[src/rtl/fft_sample_loader.sv]
// fft_sample_loader: bit-reversed ping-pong frame buffer that emits stage-1 radix-2 DIT even/odd pairs
//   clock, reset              : rising-edge clock, synchronous active-high reset
//   sample_in/valid/ready     : streaming signed sample input, ready = write bank not full
//   pair_out/valid/ready      : {odd, even} pair for the butterfly, held until handshake
//   pair_index, frame_start,
//   frame_last                : pair number within the frame and its first/last markers
//   overrun                   : sticky, a sample was offered while not ready
module fft_sample_loader #(
  parameter int input_size  = 16,
  parameter int num_samples = 8,
  localparam int aw = $clog2(num_samples),
  localparam int kw = (aw > 1) ? aw - 1 : 1
) (
  input  logic                    clock,
  input  logic                    reset,
  input  logic [input_size-1:0]   sample_in,
  input  logic                    sample_valid,
  output logic                    sample_ready,
  output logic [2*input_size-1:0] pair_out,
  output logic                    pair_valid,
  input  logic                    pair_ready,
  output logic [kw-1:0]           pair_index,
  output logic                    frame_start,
  output logic                    frame_last,
  output logic                    overrun
);
  typedef enum logic [1:0] {IDLE, FETCH, SHOW} state_t;
  logic [input_size-1:0]   mem_q [2][num_samples];
  logic [1:0]              full_q, full_d;
  logic                    wbank_q, wbank_d, rbank_q, rbank_d;
  logic [aw-1:0]           w_q, w_d;
  logic [kw-1:0]           k_q, k_d;
  state_t                  st_q, st_d;
  logic [2*input_size-1:0] pair_q, pair_d;
  logic                    ovr_q, ovr_d;
  logic                    acc, last_k, done;
  logic [aw-1:0]           ev_a;

  function automatic logic [aw-1:0] bitrev(input logic [aw-1:0] a);
    for (int i = 0; i < aw; i++) bitrev[i] = a[aw-1-i];
  endfunction

  always_comb begin
    sample_ready = !full_q[wbank_q];
    acc          = sample_valid && sample_ready;
    last_k       = k_q == kw'(num_samples / 2 - 1);
    done         = st_q == SHOW && pair_ready && last_k;
    ev_a         = aw'({k_q, 1'b0});
    w_d          = acc ? w_q + 1'b1 : w_q;
    wbank_d      = wbank_q ^ (acc && &w_q);
    rbank_d      = rbank_q ^ done;
    ovr_d        = ovr_q | (sample_valid && !sample_ready);
    full_d       = full_q;
    if (acc && &w_q) full_d[wbank_q] = 1'b1;
    if (done) full_d[rbank_q] = 1'b0;
    st_d   = st_q;
    k_d    = k_q;
    pair_d = pair_q;
    case (st_q)
      IDLE: if (full_q[rbank_q]) begin
        k_d  = '0;
        st_d = FETCH;
      end
      FETCH: begin
        pair_d = {mem_q[rbank_q][ev_a | aw'(1)], mem_q[rbank_q][ev_a]};
        st_d   = SHOW;
      end
      SHOW: if (pair_ready) begin
        k_d  = last_k ? k_q : k_q + 1'b1;
        st_d = last_k ? IDLE : FETCH;
      end
      default: st_d = IDLE;
    endcase
    pair_valid  = st_q == SHOW;
    pair_out    = pair_q;
    pair_index  = k_q;
    frame_start = pair_valid && k_q == '0;
    frame_last  = pair_valid && last_k;
    overrun     = ovr_q;
  end

  always_ff @(posedge clock) begin
    if (reset) begin
      full_q  <= '0;
      wbank_q <= 1'b0;
      rbank_q <= 1'b0;
      w_q     <= '0;
      k_q     <= '0;
      st_q    <= IDLE;
      pair_q  <= '0;
      ovr_q   <= 1'b0;
    end else begin
      full_q  <= full_d;
      wbank_q <= wbank_d;
      rbank_q <= rbank_d;
      w_q     <= w_d;
      k_q     <= k_d;
      st_q    <= st_d;
      pair_q  <= pair_d;
      ovr_q   <= ovr_d;
    end
  end

  always_ff @(posedge clock) begin
    if (acc) mem_q[wbank_q][bitrev(w_q)] <= sample_in;
  end
endmodule
[config.mk]
export PLATFORM = sky130hd
export DESIGN_NAME = fft_sample_loader
export DESIGN_NICKNAME = d
export VERILOG_FILES = /design/src/rtl/fft_sample_loader.sv
export SDC_FILE = /design/constraint.sdc
export NUM_CORES = 1
export LEC_CHECK = 0
export ABC_AREA = 1
export CORE_MARGIN = 4
export CORE_UTILIZATION = 55
export CTS_CLUSTER_SIZE = 30
export DETAILED_ROUTE_END_ITERATION = 16
export GPL_TIMING_DRIVEN = 0
export PLACE_DENSITY = 0.71
export SYNTH_ARGS = -nofsm -noshare
export SYNTH_HDL_FRONTEND = slang
export SYNTH_SLANG_ARGS = --single-unit
[constraint.sdc]
create_clock -name clock -period 3.85 [get_ports clock]
set_input_delay 0.9625 -clock clock [delete_from_list [all_inputs] [get_ports clock]]
set_output_delay 0.9625 -clock clock [all_outputs]
set_load 0.01 [all_outputs]
==> results.md, run 1 <==
- Worst Min Path Start: overrun$_SDFF_PP0_
- Antenna violations before repair: 0
- Slew @ Worst Pin: 1.02 ns
- Mapped Cells: 1256
- Detailed Routing Iterations Pass 1: 5
- PnR worst setup slack: between 0.3 and 0.4 ns
- Dpl cells: between 1.5k and 2k
- Yosys top cell area share: 60.3%
- Global-route wire length before repair: 49.9 mm
- Leakage Power: 6.55 nW
- Top post-synthesis cells by area: edfxtp_1, nand2_1, inv_1, nand3_1, dfxtp_1
- Filler cell count: about 1.7k
- Clock sink total: 300
- Comb pwr share: 5.2%
- CTS Hold Bufs: 0
- Flop pwr share: 48.8%
- Design area: 0.0151 mm^2
- Post-synthesis sequential area ratio: 67.2%
- H-tree levels: 1
- Drt wl/cell: ~20 um
- DRT Wirelength: 33.3 mm
- Clk slew on worst S/H paths: 0.06 ns
- Syn Area/Cell: 10.2 um^2
- Gr ovfl total: 0
- Max-Cap Viols: 0
- Worst min-delay path endpoint: overrun$_SDFF_PP0_
- CTS root buf: clkbuf_16
- Post-Layout Cell Count: 1670
- Pint: 5.89 mW
- Warning count from the yosys run: 0
- Die X: 160 um
- Cell taking the most area after synthesis: edfxtp_1
- Number of gates resized after cts: 0
- Fmax: about 290 MHz
- Sw power: ~1.5 mW
- CTS tree: built
- Worst Setup End Kind: output port
- Sw frac: 20.5%
- Final Hold Vio Count: 0
- # rows: 55
- Synthesized area: 0.0128 mm^2
- Nets: between 1k and 1.5k
- Die height: 160 um
- Yosys reg bits: 300
- R2r setup slk: 1.27 ns
- Number of port buffers: 58
- Power per Cell Area: 490 mW/mm^2
- Dpl hpwl: around 22 mm
- R2R Path End: mem_q[1][2]$_DFFE_PP_
- Worst path required time: 2.89 ns
- Layout Skew: 0.0133 ns
- Crit Path Category: flop to output port
- Ports: 59
- Post-synthesis cell type count: 24
- Post-CTS Setup Bufs: 0
- Part of the cycle the worst path needs: 90.1%
- Via Count: between 8k and 9k
- Peak VDD IR: 0.383 mV
- Status: complete, no violations
- Clock Latency Late Sink: roughly 0.56 ns
- Synth Net Count: 1286
- Max Slew Vio Count: 0
- Clock Path Buffers: 3
- Slew headroom: 32.2%
- Core Box Area: 0.0227 mm^2
- Hold path depth: 2
- Sequential Area: 0.00857 mm^2
- # DRC: 0
- DIE AREA: 0.0257 mm^2
- Layout area overhead: 18.4%
- Crit path time final: 3.47 ns
- Setup-failing EPs final: 0
- Reg2reg start: wbank_q$_SDFF_PP0_
- Clock power share: roughly 46%
- Arr. time, crit path: 2.51 ns
- Post-DRT Antenna Nets: 0
- Crit path launch type: flop
- Antenna Cells: 0
- Cells on worst reg2reg path: 8
- Unrepaired setup endpoints after global routing: false
- Largest net degree at the start of global routing: 17
- 1st-iter DRT viols: approximately 940
- Ratio of cells with drive above 1 in the final layout: 9.24%
- Max FO, Critical Path: 10
- Initial Util: 56.1%
- Overall routing resource usage: 25.6%
- Vias per inst: between 5 and 6
- Routability cong.: about 0.85
- Hold WC Path Type: flop to flop
- Placed cell area: 0.0139 mm^2
- CTS buffer count: 31
- Multi-input logic area: between 0.002 and 0.003 mm^2
- Vias in the first global route: 8631
- Setup WS pre-CTS: 0.643 ns
sequential cells by signal, summed over array words and instances, names as in the netlist:
name / count
pair_index: 2
rbank_q: 1
mem_q: 256
full_q: 2
overrun: 1
wbank_q: 1
st_q: 2
pair_out: 32
w_q: 3
critical path, stage by stage, from the launching register on:
cell             delay, ns
dfxtp_1               0.39
inv_1                 0.13
buf_4                 0.21
buf_2                 0.34
ha_1                  0.20
inv_1                 0.04
nor2_1                0.09
clkdlybuf4s50_1       0.54
cells in the mapped netlist:
cell,n
nand2_1,295
nand4_1,2
nor2_1,29
inv_2,1
a21oi_1,37
buf_6,11
and3_1,1
inv_1,271
nor3_1,2
clkinv_1,1
ha_1,10
o21ai_1,2
o21a_1,1
edfxtp_1,256
clkbuf_1,15
a31oi_1,2
dfxtp_1,44
nor2_2,2
buf_4,4
o21ai_0,35
inv_4,1
buf_1,2
nand3_1,201
buf_2,31
metal layers:
| metal | track usage [%] | vias to the layer above | part of all wire (%) |
|---|---|---|---|
| li1 | - | 4237 | - |
| met4 | 10.2 | 0 | 3.7 |
| met5 | 0 | - | 0 |
| met2 | 40.6 | 474 | 46 |
| met3 | 4.90 | 60 | 10 |
| met1 | 35.4 | 4195 | 40 |
how the worst max path moves through the flow:
stage	start	endpoint	slack, ns
floorplan	sample_valid	mem_q[0][16]$_DFFE_PP_	1.09
global placement	sample_valid	mem_q[0][24]$_DFFE_PP_	-0.57
detailed placement	sample_valid	mem_q[0][8]$_DFFE_PP_	0.64
CTS	pair_index[0]$_SDFFE_PP0P_	frame_start	0.37
global route	pair_index[0]$_SDFFE_PP0P_	frame_start	0.25
finish	pair_index[0]$_SDFFE_PP0P_	frame_start	0.38
power groups by stage:
stage,clock network (mW),registers (mW),logic [mW]
6_report,3.41,3.61,0.387
3_5_place_dp,0,3.68,0.379
4_1_cts,3.41,3.61,0.383
2_1_floorplan,0,3.68,0.162
5_1_grt,3.55,3.61,0.419
3_3_place_gp,0,3.68,0.358
per-stage QoR:
stage / util, % / power [mW] / hold WS, ns / TNS [ns]
2_1_floorplan: - / 3.84 / 0.466 / 0
3_3_place_gp: 60.3 / 4.04 / 0.449 / -16.38
3_5_place_dp: 61.3 / 4.06 / 0.477 / 0
4_1_cts: 66.5 / 7.40 / 0.478 / 0
5_1_grt: 66.5 / 7.59 / 0.514 / 0
6_report: 66.5 / 7.40 / 0.473 / 0
logic make-up (layout without fill, tap and decap cells):
logic type	after synthesis	after routing	synth area share, %
AOI/OAI and AO/OA	77	77	3.06
adders and majority gates	10	10	0.981
buffers and inverters	337	466	11.0
DFF	300	300	67.2
and+or+nand+nor	532	532	17.8
cell usage in the layout (no fill, tap or decap), types with 2 or more instances in the layout:
master | Yosys | layout
o21ai_1 | 2 | 2
clkbuf_1 | 15 | 17
buf_8 | 0 | 10
clkbuf_8 | 0 | 2
buf_2 | 31 | 31
o21ai_0 | 35 | 35
a31oi_1 | 2 | 2
dfxtp_1 | 44 | 44
nor2_1 | 29 | 17
clkinv_1 | 1 | 6
a21oi_1 | 37 | 37
nor3_2 | 0 | 2
buf_4 | 4 | 4
bufinv_16 | 0 | 10
clkinv_2 | 0 | 7
ha_1 | 10 | 10
nor2_2 | 2 | 14
nand4_1 | 2 | 2
nand2_1 | 295 | 295
inv_1 | 271 | 271
nand3_1 | 201 | 201
buf_6 | 11 | 13
clkbuf_16 | 0 | 31
edfxtp_1 | 256 | 256
clkdlybuf4s50_1 | 0 | 58
buf_1 | 2 | 2
cell type report:
| type | instances | share of cell area [%] |
|---|---|---|
| inverters | 274 | 6.83 |
| multi-input cells | 619 | 18.7 |
| clock buffers | 35 | 5.37 |
| repair buffers | 71 | 5.17 |
| flip-flops and latches | 300 | 56.7 |
| clock inverters | 23 | 2.40 |
| well taps | 285 | 2.36 |
| plain buffers | 63 | 2.47 |
Note: power is estimated with default switching activity, not from simulation.
==> run 2: changes to the inputs <==
--- a/config.mk
+++ b/config.mk
@@ -8,6 +8,7 @@
 export ABC_AREA = 1
 export CORE_MARGIN = 4
 export CORE_UTILIZATION = 55
+export CTS_BUF_LIST = sky130_fd_sc_hd__clkbuf_4 sky130_fd_sc_hd__clkbuf_8
 export CTS_CLUSTER_SIZE = 30
 export DETAILED_ROUTE_END_ITERATION = 16
 export GPL_TIMING_DRIVEN = 0
==> run 2 against run 1 <==
Against the previous run: routed wire length down 1.8%; combinational power is essentially flat; global-route usage is 0.16 points lower; maximum frequency shrank 0.15%; die area stayed put; setup slack got worse by 0.0051 ns.
==> results.md, run 2 (same netlist as run 1, synthesis figures left out) <==
- Max reg flops: around 260
- Most common cell after layout, fill and taps aside: nand2_1
- Post-layout util: 65.5%
- Largest stage delay on the critical path: 0.54 ns
- DIE AREA: 0.0257 mm^2
- Crit path launch type: flop
- Max FO, Critical Path: 10
- Design area: ~0.015 mm^2
- Clock sink total: 300
- # DRC: 0
- CTS root buf: clkbuf_8
- Max Slew Vio Count: 0
- R2r setup slk: roughly 1.4 ns
- Clk slew on worst S/H paths: approximately 0.060 ns
- CTS Hold Bufs: 0
- Cell Chain, Critical Path: inv_1 > buf_4 > buf_2 > ha_1 > inv_1 > nor2_1 > clkdlybuf4s50_1
- Clock Latency Late Sink: around 0.55 ns
- Routability cong.: 0.851
- Final Hold Vio Count: 0
- Setup-failing EPs final: 0
- Leading cell types in the layout, fill and taps excluded: nand2_1, inv_1, edfxtp_1, nand3_1, clkdlybuf4s50_1
- Bufs and invs on worst path: 5
- Worst Setup End Kind: output port
- Post-Layout Cell Count: 1695
- Vias in the first global route: 8628
- Die X: 160 um
- Overall routing resource usage: 25.5%
- Ports: between 50 and 60
- Status: complete, no violations
- Post-DRT Antenna Nets: 0
- Slew headroom: a little under a third
- Core Box Area: 0.0227 mm^2
- Layout area overhead: 16.6%
- Part of the cycle the worst path needs: 90.2%
- # rows: 55
- Largest net degree at the start of global routing: 17
- Arr. time, crit path: 2.51 ns
- Ratio of cells with drive above 1 in the final layout: 11.2%
- Clock Path Buffers: 3
- Filler cell count: 1716
- Worst path required time: ~2.9 ns
- Global-route wire length before repair: approximately 49 mm
- Peak VDD IR: 0.274 mV
- Initial Util: 56.1%
- Dpl cells: approximately 1.6k
- Fmax: 288 MHz
- Crit path time final: between 3 and 4 ns
- Crit-path leading delay family: buffers and inverters
- DRT Wirelength: between 30 and 40 mm
- Dpl hpwl: 21.6 mm
- Leakage Power: about 6.5 nW
- 1st-iter DRT viols: 872
- Vias per inst: 5.29
- CP most frequent cell: inv_1
- Die height: 160 um
- Number of port buffers: 58
- Unrepaired setup endpoints after global routing: false
- Critical Path Slowest Stage Cell: clkdlybuf4s50_1
- Slew @ Worst Pin: 1.02 ns
- Power per Cell Area: 446 mW/mm^2
- Crit Path Category: flop to output port
- Antenna Cells: 0
- CTS tree: built
- CTS buffer count: 46
- Hold WC Path Type: flop to flop
- Number of gates resized after cts: 0
- Top reg by flops: mem_q
- Max-Cap Viols: 0
- Placed cell area: 0.0139 mm^2
- Post-CTS Setup Bufs: 0
- Via Count: 8967
- Drt wl/cell: 19.3 um
- Detailed Routing Iterations Pass 1: 6
- Gr ovfl total: 0
- Layout Skew: 0.0215 ns
- Antenna violations before repair: 0
- Nets: about 1.4k
- H-tree levels: 2
run 2: changes by cell type in the layout (fill, tap and decap cells not counted), moves of 2 or more:
cell and delta:
clkbuf_16 -31, clkbuf_1 -2, clkbuf_8 +50, clkinv_1 -3, bufinv_16 -10, clkbuf_4 +28
clkinv_2 -7
run 2: per-stage QoR:
step | power (mW) | setup WS, ns | hold WS [ns] | TNS, ns
4_1_cts | 6.67 | 0.361 | 0.493 | 0
3_5_place_dp | 4.06 | 0.643 | 0.477 | 0
5_1_grt | 6.87 | 0.257 | 0.537 | 0
2_1_floorplan | 3.84 | 1.09 | 0.466 | 0
3_3_place_gp | 4.04 | -0.566 | 0.449 | -16.38
6_report | 6.64 | 0.375 | 0.489 | 0
run 2: layout make-up:
type | count | area, um^2 | share of cell area, %
Multi-Input combinational cell | 619 | 2820 | 19.0
Clock inverter | 3 | 15.0 | 0.101
Sequential cell | 300 | 8570 | 57.6
Clock buffer | 80 | 926 | 6.23
Timing Repair Buffer | 71 | 781 | 5.25
Tap cell | 285 | 357 | 2.40
Buffer | 63 | 373 | 2.51
Inverter | 274 | 1030 | 6.93
run 2: path summary, 6_finish.rpt:
kind	from	end	cells after the start
setup / recovery	pair_index[0]$_SDFFE_PP0P_	frame_start	7
hold / removal	overrun$_SDFF_PP0_	overrun$_SDFF_PP0_	2
setup reg to reg	wbank_q$_SDFF_PP0_	mem_q[1][6]$_DFFE_PP_	8
hold reg to reg	overrun$_SDFF_PP0_	overrun$_SDFF_PP0_	2
run 2: where the power goes:
part,total [mW],leakage (nW),switching (mW),internal (mW)
registers,3.61,2.67,0.0219,3.59
logic,0.384,3.30,0.258,0.126
clock network,2.64,0.506,1.15,1.50
total,6.64,6.48,1.43,5.21
run 2: metal layers:
metal | part of all wire (%) | global-route usage (%)
met5 | 0 | 0
met4 | 4.6 | 11.7
met3 | 11 | 6.66
met2 | 45 | 39.7
met1 | 39 | 33.9
run 2: worst min-delay path, stage by stage, from the launching register on:
cell and delay, ns:
dfxtp_1 0.34, a21oi_1 0.05, nor2_1 0.07
